==> config.mk <==
export PLATFORM = sky130hd
export DESIGN_NAME = y_demux4_dispatch
export DESIGN_NICKNAME = d
export VERILOG_FILES = /design/src/rtl/y_demux4_dispatch_pkg.sv /design/src/rtl/y_lane_buf.sv /design/src/rtl/y_demux4_dispatch.sv
export SDC_FILE = /design/constraint.sdc
export NUM_CORES = 1
export LEC_CHECK = 0
export ABC_AREA = 1
export BUFFER_PORTS_ARGS = -buffer_cell sky130_fd_sc_hd__clkbuf_2
export CAP_MARGIN = 0
export CORE_UTILIZATION = 55
export DETAILED_ROUTE_END_ITERATION = 12
export PLACE_DENSITY = 0.85
export SLEW_MARGIN = 20
export SYNTH_ARGS = -nofsm -noshare
export SYNTH_HDL_FRONTEND = slang
export SYNTH_SLANG_ARGS = --single-unit
==> constraint.sdc <==
create_clock -name clk -period 4.59 [get_ports clk]
set_input_delay 0.918 -clock clk [delete_from_list [all_inputs] [get_ports clk]]
set_output_delay 0.918 -clock clk [all_outputs]
set_load 0.02 [all_outputs]
==> src/rtl/y_demux4_dispatch_pkg.sv <==
// Shared lane constants and helpers for the 1-to-4 dispatcher.
// Latency: n/a (types and pure functions only).
// Backpressure: n/a.
//
// Contents: lane count and lane index width, the lane index type, and
// helpers for one-hot lane decode and round-robin pointer advance.
package y_demux4_dispatch_pkg;

    localparam int Y_LANES  = 4;
    localparam int Y_LANE_W = 2;

    typedef logic [Y_LANE_W-1:0] lane_t;

    // One-hot decode of a lane index: bit i set when lane == i.
    function automatic logic [Y_LANES-1:0] lane_onehot(input lane_t lane);
        logic [Y_LANES-1:0] oh;
        oh       = '0;
        oh[lane] = 1'b1;
        return oh;
    endfunction

    // Round-robin successor; the index width makes 3 wrap back to 0.
    function automatic lane_t lane_next(input lane_t lane);
        return lane + lane_t'(1);
    endfunction

endpackage

==> src/rtl/y_lane_buf.sv <==
// One-entry register slice holding a single beat for one output lane.
// Latency: a beat loaded at edge N is on q/valid after edge N.
// Backpressure: free when empty or draining this cycle, so load and drain can coincide.
//
// Ports:
//   clk, rst_n  clock and synchronous active-low reset
//   load        write data into the slot this cycle (caller guarantees free=1)
//   data        beat to store
//   valid       slot holds an undelivered beat
//   ready       downstream consumer takes the beat this cycle
//   free        slot can accept a beat this cycle
//   q           stored beat (held after drain, cleared only by reset)
module y_lane_buf #(
    parameter int SIZE = 32
) (
    input  logic            clk,
    input  logic            rst_n,
    input  logic            load,
    input  logic [SIZE-1:0] data,
    output logic            valid,
    input  logic            ready,
    output logic            free,
    output logic [SIZE-1:0] q
);

    // A full slot whose consumer is taking the beat now counts as free,
    // letting the producer refill it on the same edge.
    assign free = ~valid | ready;

    always_ff @(posedge clk) begin
        if (!rst_n) begin
            valid <= 1'b0;
            q     <= '0;
        end else if (load) begin
            valid <= 1'b1;
            q     <= data;
        end else if (valid && ready) begin
            // Drained with no refill: drop valid, keep the data visible.
            valid <= 1'b0;
        end
    end

endmodule

==> src/rtl/y_demux4_dispatch.sv <==
// Registered 1-to-4 demux: routes one input stream to a lane chosen by sel or a round-robin pointer.
// Latency: one cycle from accept to the beat appearing on z<L>/out_valid[L].
// Backpressure: in_ready follows only the target lane, so a stalled lane never blocks the others.
//
// Ports:
//   clk, rst_n           clock and synchronous active-low reset
//   rr_mode, sel         lane choice: rr_mode=1 uses rr_ptr, else sel
//   in_valid/in_ready    input handshake, in_data the beat
//   z0..z3               registered lane data
//   out_valid/out_ready  per-lane handshake, bit i = lane i
//   rr_ptr               round-robin pointer
//   beat_cnt             accepted-beat counter, wraps modulo 2^CNT_W
module y_demux4_dispatch
    import y_demux4_dispatch_pkg::*;
#(
    parameter int SIZE  = 32,
    parameter int CNT_W = 16
) (
    input  logic             clk,
    input  logic             rst_n,
    input  logic             rr_mode,
    input  logic [1:0]       sel,
    input  logic             in_valid,
    output logic             in_ready,
    input  logic [SIZE-1:0]  in_data,
    output logic [SIZE-1:0]  z0,
    output logic [SIZE-1:0]  z1,
    output logic [SIZE-1:0]  z2,
    output logic [SIZE-1:0]  z3,
    output logic [3:0]       out_valid,
    input  logic [3:0]       out_ready,
    output logic [1:0]       rr_ptr,
    output logic [CNT_W-1:0] beat_cnt
);

    lane_t               lane;
    logic                accept;
    logic [Y_LANES-1:0]  lane_free;
    logic [Y_LANES-1:0]  lane_load;
    logic [SIZE-1:0]     lane_q [Y_LANES];

    // Target lane is purely combinational; a mode change is therefore seen
    // by the very next handshake while rr_ptr keeps its value.
    assign lane = rr_mode ? lane_t'(rr_ptr) : lane_t'(sel);

    // Gate with rst_n so nothing is offered as accepted during reset.
    assign in_ready  = rst_n & lane_free[lane];
    assign accept    = in_valid & in_ready;
    assign lane_load = accept ? lane_onehot(lane) : '0;

    for (genvar i = 0; i < Y_LANES; i++) begin : g_lane
        y_lane_buf #(
            .SIZE (SIZE)
        ) u_buf (
            .clk   (clk),
            .rst_n (rst_n),
            .load  (lane_load[i]),
            .data  (in_data),
            .valid (out_valid[i]),
            .ready (out_ready[i]),
            .free  (lane_free[i]),
            .q     (lane_q[i])
        );
    end

    assign z0 = lane_q[0];
    assign z1 = lane_q[1];
    assign z2 = lane_q[2];
    assign z3 = lane_q[3];

    // The pointer moves only on an accepted beat in round-robin mode, so a
    // stalled target lane holds it in place (strict order, no skipping).
    always_ff @(posedge clk) begin
        if (!rst_n) begin
            rr_ptr <= '0;
        end else if (accept && rr_mode) begin
            rr_ptr <= lane_next(rr_ptr);
        end
    end

    always_ff @(posedge clk) begin
        if (!rst_n) begin
            beat_cnt <= '0;
        end else if (accept) begin
            beat_cnt <= beat_cnt + CNT_W'(1);
        end
    end

endmodule

==> impl_metrics.toml <==
[sta]
worst_pin_slew_ps = 862
finClkSkew_ps = 10.9
slew_headroom_pct = 42.5
setup_viol = 0
drv_slew = 0
fin_tns_setup_ps = 0
period_share_pct = 69.7
hold_ws_ps = 465
finalCriticalPeriod_ps = 3200
rsz0062_at_grt = "false"
timing.fmax_ghz = 0.313
hold_violations = 0
setup_ws_ps = 1390

[die]
die_h_um = 107
core_region_area_um2 = 10800
die_area_um2 = 11500
rows = 38
dieWidth_um = 107
ios = 193
initial_core_util_pct = 56.3

[setup_path]
critPathKind = "in -> out"
critPathMaxFanout = 19
critPathMaxStageDelay_ps = 390
cp_data_required_time_ps = 3670
crit_path_end_kind = "primary output"
critPathTopFamily = "simple AND/OR/NAND/NOR gates"
cp_cell_sequence = "clkbuf_2, inv_1, nand2_1, nand2_2, inv_1, nand3_1, nand2_1, nor2_4, clkbuf_2"
crit_path_top_delay_cell = "nor2_4"
cp_num_buf_inv = 4
critPathArrivalTime_ps = 2280
critPathLaunchType = "input port"

[power_and_ir_drop]
power_switching_w = 0.000859
p_sw_share_pct = 29.0
p_leak_nw = 2.97
combPwrFrac_pct = 9.6
p_clk_share_pct = 44.8
p_int_w = 0.00211
vdd_ir_drop_max_uv = 224
p_seq_share_pct = 45.6
power_density_nw_per_um2 = 391

[cells_and_area]
fin_area_um2 = 7570
multi_input_area_um2 = 2670
regArea_um2 = 3000
drive_gt1_share_pct = 26.0
fillers = 902
diodes = 0
syn2layout_area_growth_pct = 24.2
nNetsFinal = 974

[clock_tree]
cts-root-buf = "clkbuf_8"
clock_latency_ps = 520
numCtsBuffers = 17
tritoncts = "built"
ctsHoldBuffers = 0
cts_max_level = 4
cts.repair.resized = 0
post_cts_buffers = 0
cts.sink_count = 150
clk_pin_slew_worst_paths_ps = 70
clock_path_buffers = 2

[synthesis]
ys.flop_type = "dfxtp_1"
synth_area_leaders = "dfxtp_1, nand4_1, a21oi_1"
synth_top_area_cell = "dfxtp_1"
synth_top_cells_by_count = "nand2_1, dfxtp_1, a21oi_1"
synthArstFlopShare_pct = 0
synth_cell_types = 20
syn_nets = 828
synth_most_common_cell = "nand2_1"
synth_top_area_share_pct = 49.2
syn_inst = 785
yosysSeqAreaShare_pct = 49.2
syn-cell-area_um2 = 6100
avgSynthCellArea_um2 = 7.77
synth-edff-count = 0
synth.ff_latch_count = 150
yosys_warnings = 0

[route]
dr.pass1.iters = 5
drtIter0Drc = 475
routedWlPerCell_um = 16.1
finalWirelength_mm = 17.4
drc = 0
num_vias = 6287
ant_nets = 0
vias_per_cell = 5.80

[min_path]
worstHoldPathType = "reg -> reg"

[global_route]
antenna_found_initial = 0
grt_usage_pct = 29.6
grt_pass1_wl_mm = 27.3
grt-ovfl-total = 0
grt_max_degree = 93
grt_pass1_vias = 5381

[placed_design]
dp_hpwl_mm = 10.7
place_ws_ps = 908
gp_congestion = 0.901
placed_cell_area_um2 = 7010
io_buffers = 192

[run_status]
status = "finished clean"

[job]
max_cap_viol_count = 0
## worst reg2reg max path: stages, from the launching register on
cell and delay [ps]:
dfxtp_1 410, nand2_1 90, nand2_2 150, inv_1 120, nand3_1 80, nand2_1 90
nor2_4 390, buf_4 460, nand3_2 710, nand2_1 280, a21oi_1 80
## flip-flops by register name, indices dropped and copies added (netlist names)
signal	cells
beat_cnt	16
g_lane.u_buf.valid	4
rr_ptr	2
g_lane.u_buf.q	128
## cell families (layout without fill, tap and decap cells)
family | after synthesis | count (layout) | share of synthesized area, %
simple gates | 369 | 369 | 29.4
flops | 150 | 150 | 49.2
buf+inv | 104 | 263 | 7.38
xor+xnor | 10 | 10 | 1.44
fa+ha+maj | 1 | 1 | 0.205
compound gates | 151 | 151 | 12.4
## path summary, 6_finish.rpt
check / slack (ps) / startpoint / depth (start not counted) / to
hold / removal: 460 / g_lane[1].u_buf.q[27] / 2 / g_lane[1].u_buf.q[27]
hold reg to reg: 460 / g_lane[1].u_buf.q[27] / 2 / g_lane[1].u_buf.q[27]
setup / recovery: 1390 / rr_mode / 9 / in_ready
setup reg to reg: 1570 / rr_ptr[0] / 10 / g_lane[3].u_buf.q[11]
## layout by cell type (no fill, tap or decap)
| cell | instances |
|---|---|
| a21oi_1 | 149 |
| buf_4 | 14 |
| clkbuf_16 | 16 |
| clkbuf_2 | 191 |
| clkbuf_8 | 1 |
| clkinv_2 | 1 |
| clkinv_8 | 2 |
| clkinvlp_4 | 2 |
| dfxtp_1 | 150 |
| ha_1 | 1 |
| inv_1 | 25 |
| inv_4 | 1 |
| inv_6 | 5 |
| inv_8 | 5 |
| nand2_1 | 177 |
| nand2_2 | 1 |
| nand3_1 | 30 |
| nand3_2 | 1 |
| nand3b_1 | 1 |
| nand4_1 | 133 |
| nor2_1 | 11 |
| nor2_2 | 1 |
| nor2_4 | 4 |
| nor3_1 | 10 |
| o21ai_0 | 2 |
| xnor2_1 | 2 |
| xor2_1 | 8 |
## layout make-up
type | count | share of cell area, %
multi-input combinational | 531 | 35.2
inverter | 26 | 1.32
timing repair buffer | 205 | 14.0
clock inverter | 15 | 2.02
tap | 140 | 2.31
clock buffer | 17 | 5.47
sequential | 150 | 39.6
## layer usage
layer	share of wire [%]	routed length, um	track usage (%)	up-vias
li1	-	-	-	3040
met1	42	7290	39.4	2947
met2	48	8440	47.0	270
met3	7.8	1370	7.14	30
met4	1.9	329	10.5	0
met5	0	0	0	-
## stage by stage
step           power, W  instances  util, %
2_1_floorplan   0.00156        785        -
5_1_grt         0.00306       1084     69.9
4_1_cts         0.00297       1084     69.9
3_3_place_gp    0.00166       1052     64.6
3_5_place_dp    0.00166       1052     64.6
6_report        0.00296       1084     69.9
## power groups by stage
stage               combinational, W  sequential [W]  clock, W
global placement            0.000276         0.00138         0
floorplan                   0.000145         0.00141         0
global route                0.000305         0.00135   0.00140
detailed placement          0.000280         0.00138         0
finish                      0.000285         0.00135   0.00133
CTS                         0.000281         0.00135   0.00134
Power figures use the tool's default switching activity.
